**src/rtl/mips_multicycle_controller.sv**
```systemverilog
// mips_multicycle_controller: multi-cycle MIPS control FSM; define MC_MEM_WAIT_EN for mem_ready stalls with WAIT_MAX timeout
module mips_multicycle_controller #(
    parameter int WAIT_MAX = 15
) (
    input  logic       clk,
    input  logic       rst,
    input  logic [5:0] opcode,
    input  logic [5:0] func,
    input  logic       mem_ready,
    output logic       pc_write,
    output logic       pc_write_cond,
    output logic       i_or_d,
    output logic       mem_read,
    output logic       mem_write,
    output logic       ir_write,
    output logic       reg_write,
    output logic       alu_src_a,
    output logic [1:0] alu_src_b,
    output logic [1:0] alu_op,
    output logic [1:0] reg_dst,
    output logic [1:0] reg_data,
    output logic [1:0] pc_src,
    output logic       instr_done
);
    typedef enum logic [3:0] {
        FETCH, DECODE, EXEC_R, RWB_R, EXEC_I, IWB, MEM_ADDR,
        MEM_RD, MEM_WB, MEM_WR, BRANCH, JUMP, JAL, JR
    } state_t;
    localparam logic [5:0] OP_R = 6'b000000, OP_ADDI = 6'b001000, OP_SLTI = 6'b001010;
    localparam logic [5:0] OP_LW = 6'b100011, OP_SW = 6'b101011, OP_BEQ = 6'b000100;
    localparam logic [5:0] OP_J = 6'b000010, OP_JAL = 6'b000011;
    localparam logic [5:0] F_ADD = 6'b100000, F_SUB = 6'b100010, F_AND = 6'b100100;
    localparam logic [5:0] F_OR = 6'b100101, F_SLT = 6'b101010, F_JR = 6'b001000;
    state_t     state_q, state_d, dec_next;
    logic       r_alu, illegal, hold, abort, mem_ok;
    logic [1:0] r_op;
`ifdef MC_MEM_WAIT_EN
    logic [3:0] cnt_q, cnt_d;
    logic       mem_state, timeout;
    assign mem_state = state_q == FETCH || state_q == MEM_RD || state_q == MEM_WR;
    assign timeout   = cnt_q == 4'(WAIT_MAX);
    assign hold      = mem_state && !mem_ready && !timeout;
    assign abort     = mem_state && !mem_ready && timeout;
    assign mem_ok    = mem_ready;
    assign cnt_d     = hold ? cnt_q + 4'd1 : 4'd0;
    always_ff @(posedge clk or posedge rst) begin
        if (rst) cnt_q <= 4'd0;
        else     cnt_q <= cnt_d;
    end
`else
    logic unused_mem_ready;
    assign unused_mem_ready = mem_ready ^ (WAIT_MAX == 0);
    assign hold   = 1'b0;
    assign abort  = 1'b0;
    assign mem_ok = 1'b1;
`endif
    always_ff @(posedge clk or posedge rst) begin
        if (rst) state_q <= FETCH;
        else     state_q <= state_d;
    end
    always_comb begin
        r_alu    = opcode == OP_R && (func == F_ADD || func == F_SUB || func == F_SLT ||
                                      func == F_AND || func == F_OR);
        r_op     = func == F_ADD ? 2'b00 : func == F_AND ? 2'b10 : func == F_OR ? 2'b11 : 2'b01;
        dec_next = r_alu                              ? EXEC_R   :
                   opcode == OP_R && func == F_JR     ? JR       :
                   opcode == OP_ADDI || opcode == OP_SLTI ? EXEC_I :
                   opcode == OP_LW || opcode == OP_SW ? MEM_ADDR :
                   opcode == OP_BEQ                   ? BRANCH   :
                   opcode == OP_J                     ? JUMP     :
                   opcode == OP_JAL                   ? JAL      : FETCH;
        illegal  = dec_next == FETCH;
    end
    always_comb begin
        case (state_q)
            FETCH:    state_d = DECODE;
            DECODE:   state_d = dec_next;
            EXEC_R:   state_d = RWB_R;
            EXEC_I:   state_d = IWB;
            MEM_ADDR: state_d = opcode == OP_SW ? MEM_WR : MEM_RD;
            MEM_RD:   state_d = MEM_WB;
            default:  state_d = FETCH;
        endcase
        state_d = hold ? state_q : abort ? FETCH : state_d;
    end
    always_comb begin
        {pc_write, pc_write_cond, i_or_d, mem_read, mem_write, ir_write, reg_write, alu_src_a} = '0;
        {alu_src_b, alu_op, reg_dst, reg_data, pc_src, instr_done} = '0;
        case (state_q)
            FETCH:    begin mem_read = 1'b1; ir_write = mem_ok; pc_write = mem_ok; alu_src_b = 2'b01; end
            DECODE:   begin alu_src_b = 2'b11; instr_done = illegal; end
            EXEC_R:   begin alu_src_a = 1'b1; alu_op = r_op; end
            RWB_R:    begin reg_write = 1'b1; reg_dst = 2'b01; reg_data = func == F_SLT ? 2'b10 : 2'b00;
                            alu_op = r_op; instr_done = 1'b1; end
            EXEC_I:   begin alu_src_a = 1'b1; alu_src_b = 2'b10; alu_op = opcode == OP_SLTI ? 2'b01 : 2'b00; end
            IWB:      begin reg_write = 1'b1; reg_data = opcode == OP_SLTI ? 2'b10 : 2'b00; instr_done = 1'b1; end
            MEM_ADDR: begin alu_src_a = 1'b1; alu_src_b = 2'b10; end
            MEM_RD:   begin mem_read = 1'b1; i_or_d = 1'b1; end
            MEM_WB:   begin reg_write = 1'b1; reg_data = 2'b01; instr_done = 1'b1; end
            MEM_WR:   begin mem_write = 1'b1; i_or_d = 1'b1; instr_done = mem_ok; end
            BRANCH:   begin alu_src_a = 1'b1; alu_op = 2'b01; pc_write_cond = 1'b1; pc_src = 2'b01;
                            instr_done = 1'b1; end
            JUMP:     begin pc_write = 1'b1; pc_src = 2'b10; instr_done = 1'b1; end
            JAL:      begin reg_write = 1'b1; reg_dst = 2'b10; reg_data = 2'b11; pc_write = 1'b1;
                            pc_src = 2'b10; instr_done = 1'b1; end
            JR:       begin pc_write = 1'b1; pc_src = 2'b11; instr_done = 1'b1; end
            default:  ;
        endcase
        instr_done = instr_done | abort;
        if (rst) {pc_write, pc_write_cond, mem_read, mem_write, ir_write, reg_write, instr_done} = '0;
    end
endmodule

```
**config.mk**
```make
export PLATFORM = sky130hd
export DESIGN_NAME = mips_multicycle_controller
export DESIGN_NICKNAME = d
export VERILOG_FILES = /design/src/rtl/mips_multicycle_controller.sv
export SDC_FILE = /design/constraint.sdc
export NUM_CORES = 1
export LEC_CHECK = 0
export CAP_MARGIN = 5
export CORE_MARGIN = 2
export CORE_UTILIZATION = 30
export CTS_CLUSTER_SIZE = 14
export DETAILED_ROUTE_END_ITERATION = 7
export GPL_ROUTABILITY_DRIVEN = 0
export PLACE_DENSITY = 0.61
export SLEW_MARGIN = 20
export SYNTH_ARGS = -nofsm -noshare
export SYNTH_HDL_FRONTEND = slang
export SYNTH_SLANG_ARGS = --single-unit
```
**constraint.sdc**
```tcl
create_clock -name clk -period 2.3 [get_ports clk]
set_input_delay 0.345 -clock clk [delete_from_list [all_inputs] [get_ports clk]]
set_output_delay 0.345 -clock clk [all_outputs]
set_load 0.05 [all_outputs]
```
==> results summary <==
The run finished with clean final reports. The number of buffers inserted to repair setup after CTS is 0. The die covers about 0.003 mm2. Counting flops per register, the top entry is state_q. The deepest level of the CTS H-tree is 1. The routed length on met3 came out at 155 um.

The count of cell types in the netlist came out at 47. After detailed routing, the total wire length is around 2500 um. Clock-pin slew was measured on the worst setup and hold paths at 50 ps. The actual slew at the worst max-slew pin came out at 387 ps.

In the final layout, the registers with the most flip-flops are state_q (4). The largest vdd supply drop is between 0.5 and 0.6 mV. The leakage dissipation is 0.638 nW.

In this run, placement finished with an instance count of roughly 190. The post-synthesis share of cell area spent on full adders, half adders and majority gates came out at 0. The worst hold path belongs to the class reg2reg. The initial antenna violation count is 0. The final instance area came out at about 0.0015 mm2. Before antenna repair, the detailed router went through 5 iterations. The signal on the critical path passes through clkdlybuf4s50_1 -> nor3_1 -> and2_1 -> o311a_1 -> o31ai_4 -> buf_12. By area the synthesized netlist is led by dfrtp_1 (13%), nand2b_1 (7.4%), nor2_1 (5.9%). The synthesized netlist net count came out at 126. The post-route total power came out at 0.961 mW. The hold-fix buffer count after cts came out at 0. The total met2 wirelength after detailed routing came out at 1220 um. The number of cells produced by synthesis is 111. The share of synthesized registers carrying an async set or reset came out at 1.00.

The endpoint required time on the critical path is a little under 2000 ps. In the global route stage, overall resource usage came out at 0.193. The total count of max-transition violations in the final report came out at 0. The number of global-route vias before repair came to 944. The wire length on met1 is roughly 1100 um. The vertical die dimension is 54.4 um. The via density per instance came out at 5.31.

The number of flip-flops under the largest register name is 4. Setup repair after global routing left no endpoint under its margin. The area fraction in compound gates after synthesis came out at 0.305. The top flip-flop cell by instance count after synthesis is dfrtp_1.

The number of buffers on the longest clock path is 2. The master cell of the clock root buffer is clkbuf_4. After synthesis, the largest family of logic cells by area is simple AND/OR/NAND/NOR gates. The power density over cell area is 643 mW/mm2.

The total clock sinks is 4. The total vias in the final route is 1008. The sort of element at the start of the critical path is a primary input.

The post-layout worst setup margin came out at 47.5 ps. The slowest stage of the critical path belongs to the cell clkdlybuf4s50_1. The max-cap check violation count came out at 0. The fraction of synthesized area in multiplexers is 0.0131. The final number of hold-violating endpoints is 0.

The post-route minimum period is 2250 ps. Leaving out filler cells and counting taps, the final layout contains 190. Setup violations remaining at the end of the flow were counted as 0.

After synthesis, the mean cell area works out to 6.86 um2. The mean routed wirelength per cell came out at around 13 um. The clock skew after layout is 13.0 ps. The area of placed instances came out at roughly 0.0014 mm2. The share of cells above drive strength 1 came out at 0.406.

The remaining routing DRC violations is 0. The worst setup path is of the in2out kind. The antenna diode instance count is 0.

During synthesis, Yosys emitted a total of 0 warnings. The maximum net fanout on the critical path is 2. The final cycle utilization of the critical path came out at 0.979.

The number of storage elements in the synthesis netlist came out at 4. The total clock buffers created by CTS came out at 3. For this run, the post-layout net count is 177.

The headroom to the max-slew limit is 0.740. The horizontal die dimension came out at 54.4 um. The final antenna-violating net count came out at 0. The initial utilization of the core area, before any placement, comes to 0.313.

The share of synthesized area in the top cell type comes to 0.131. The TritonCTS clock tree is done. For this block, the initial DRC count from the detailed router was 34. The global-route wire length before repair is ~4100 um. The delay contributed by the slowest stage of the critical path came out at 510 ps. Summing all flip-flop and latch instances after layout gives roughly 100 um2.

The highest metal layer carrying signal wires in the routed design is met4. The clock latency of the later-clocked register in the worst-skew pair came out at 260 ps. The multi-input combinational cells in the finished layout cover a total of 689 um2. The critical path data arrival time came out at ~1900 ps.

The biggest area contributor in the post-synthesis netlist is dfrtp_1. Of the synthesized area, sequential elements account for 0.131. The simple-gate share of the synthesized area is 0.470. The number of I/O port buffers came out at 32.

The largest net degree at the start of global routing is 18. The post-synthesis instance area came out at 762 um2. The residual overflow from global routing is 0. The highest attainable clock frequency came out at 444 MHz. The worst slack at placement is -70.1 ps. The number of flops mapped to enable cells by yosys came out at 0. The signed area change from the synthesized netlist to the final layout came out at 96.2%.

Fill cells in the final layout number 211. In this run the count of I/O pins placed on the die edge is 34. The worst setup path is captured at a primary output.

The final setup TNS came out at 0 ps. The sum of net half-perimeters after detailed placement is 1960 um. The region available for standard cell placement spans 0.00243 mm2. The number of cell rows is 18. Of the total synthesized cell area, the portion taken by XOR and XNOR cells is 0.0115.
[worst paths after layout]
kind                            start         end  slack (ps)  depth (start not counted)
min                        state_q[3]  state_q[2]         560                          1
min reg2reg                state_q[3]  state_q[2]         560                          1
max                           func[0]  instr_done          50                          6
max reg2reg                state_q[3]  state_q[0]         840                          4
min in group asynchronous         rst  state_q[3]         620                          3
max in group asynchronous         rst  state_q[2]        1570                          3
[metal layers]
metal / track usage / vias up
li1: - / 512
met1: 0.240 / 445
met2: 0.325 / 46
met3: 0.0273 / 5
met4: 0.0875 / 0
met5: 0 / -
[cell usage after synthesis, types with 3 or more instances]
cell type,count
nor2_1,12
nand2b_1,9
nand2_1,8
o21ai_0,5
a21oi_1,4
and2_1,4
dfrtp_1,4
nand3_1,4
nor4_1,4
and3_1,3
buf_2,3
clkbuf_1,3
inv_1,3
nor3_1,3
o21a_1,3
[stage by stage]
step / util / hold WS (ps)
after floorplan: - / 144
after global placement: 0.580 / 507
after detailed placement: 0.580 / 511
after CTS: 0.597 / 526
after global routing: 0.615 / 594
final: 0.615 / 564
[logic make-up (layout without fill, tap and decap cells)]
kind of cell    Yosys count  after routing
simple gates             63             63
flops                     4              4
mux                       1              1
buf+inv                  11             60
xor+xnor                  1              1
compound gates           31             31
[worst max-delay path, delay by kind of cell]
family	cells	cell delay [ps]
compound gates	2	630
buf+inv	2	680
simple gates	2	240
[final cells by class]
| class | count | area share |
|---|---|---|
| clock buffer | 3 | 0.0151 |
| inverter | 3 | 0.00753 |
| tap | 30 | 0.0251 |
| timing repair buffer | 54 | 0.424 |
| multi-input combinational | 96 | 0.461 |
| sequential | 4 | 0.0669 |
[power by group]
group / switching, mW / internal, mW / leakage, nW
registers: 0.0352 / 0.0847 / 0.0532
clock network: 0.0377 / 0.0590 / 0.0138
logic: 0.405 / 0.339 / 0.571
[layout by cell type, fill, tap and decap left out, drive strengths merged, types with 3 or more instances in the layout]
master and instances:
nand2b 9, clkdlybuf4s50 8, a21oi 4, or2 3
o21a 3, and2 4, and3 3, nand2 8
nor3 4, buf 41, nor4 4, inv 3
dfrtp 4, dlymetal6s2s 4, nor2 13, nand3 4
a21boi 3, o21ai 5, clkbuf 3
[timing repair]
item | in CTS | in global routing
gates resized for setup | 5 | 11
setup endpoints to repair | 1 | 2
pin swaps | 0 | 4
No activity file was read; power rests on OpenSTA's default activity.
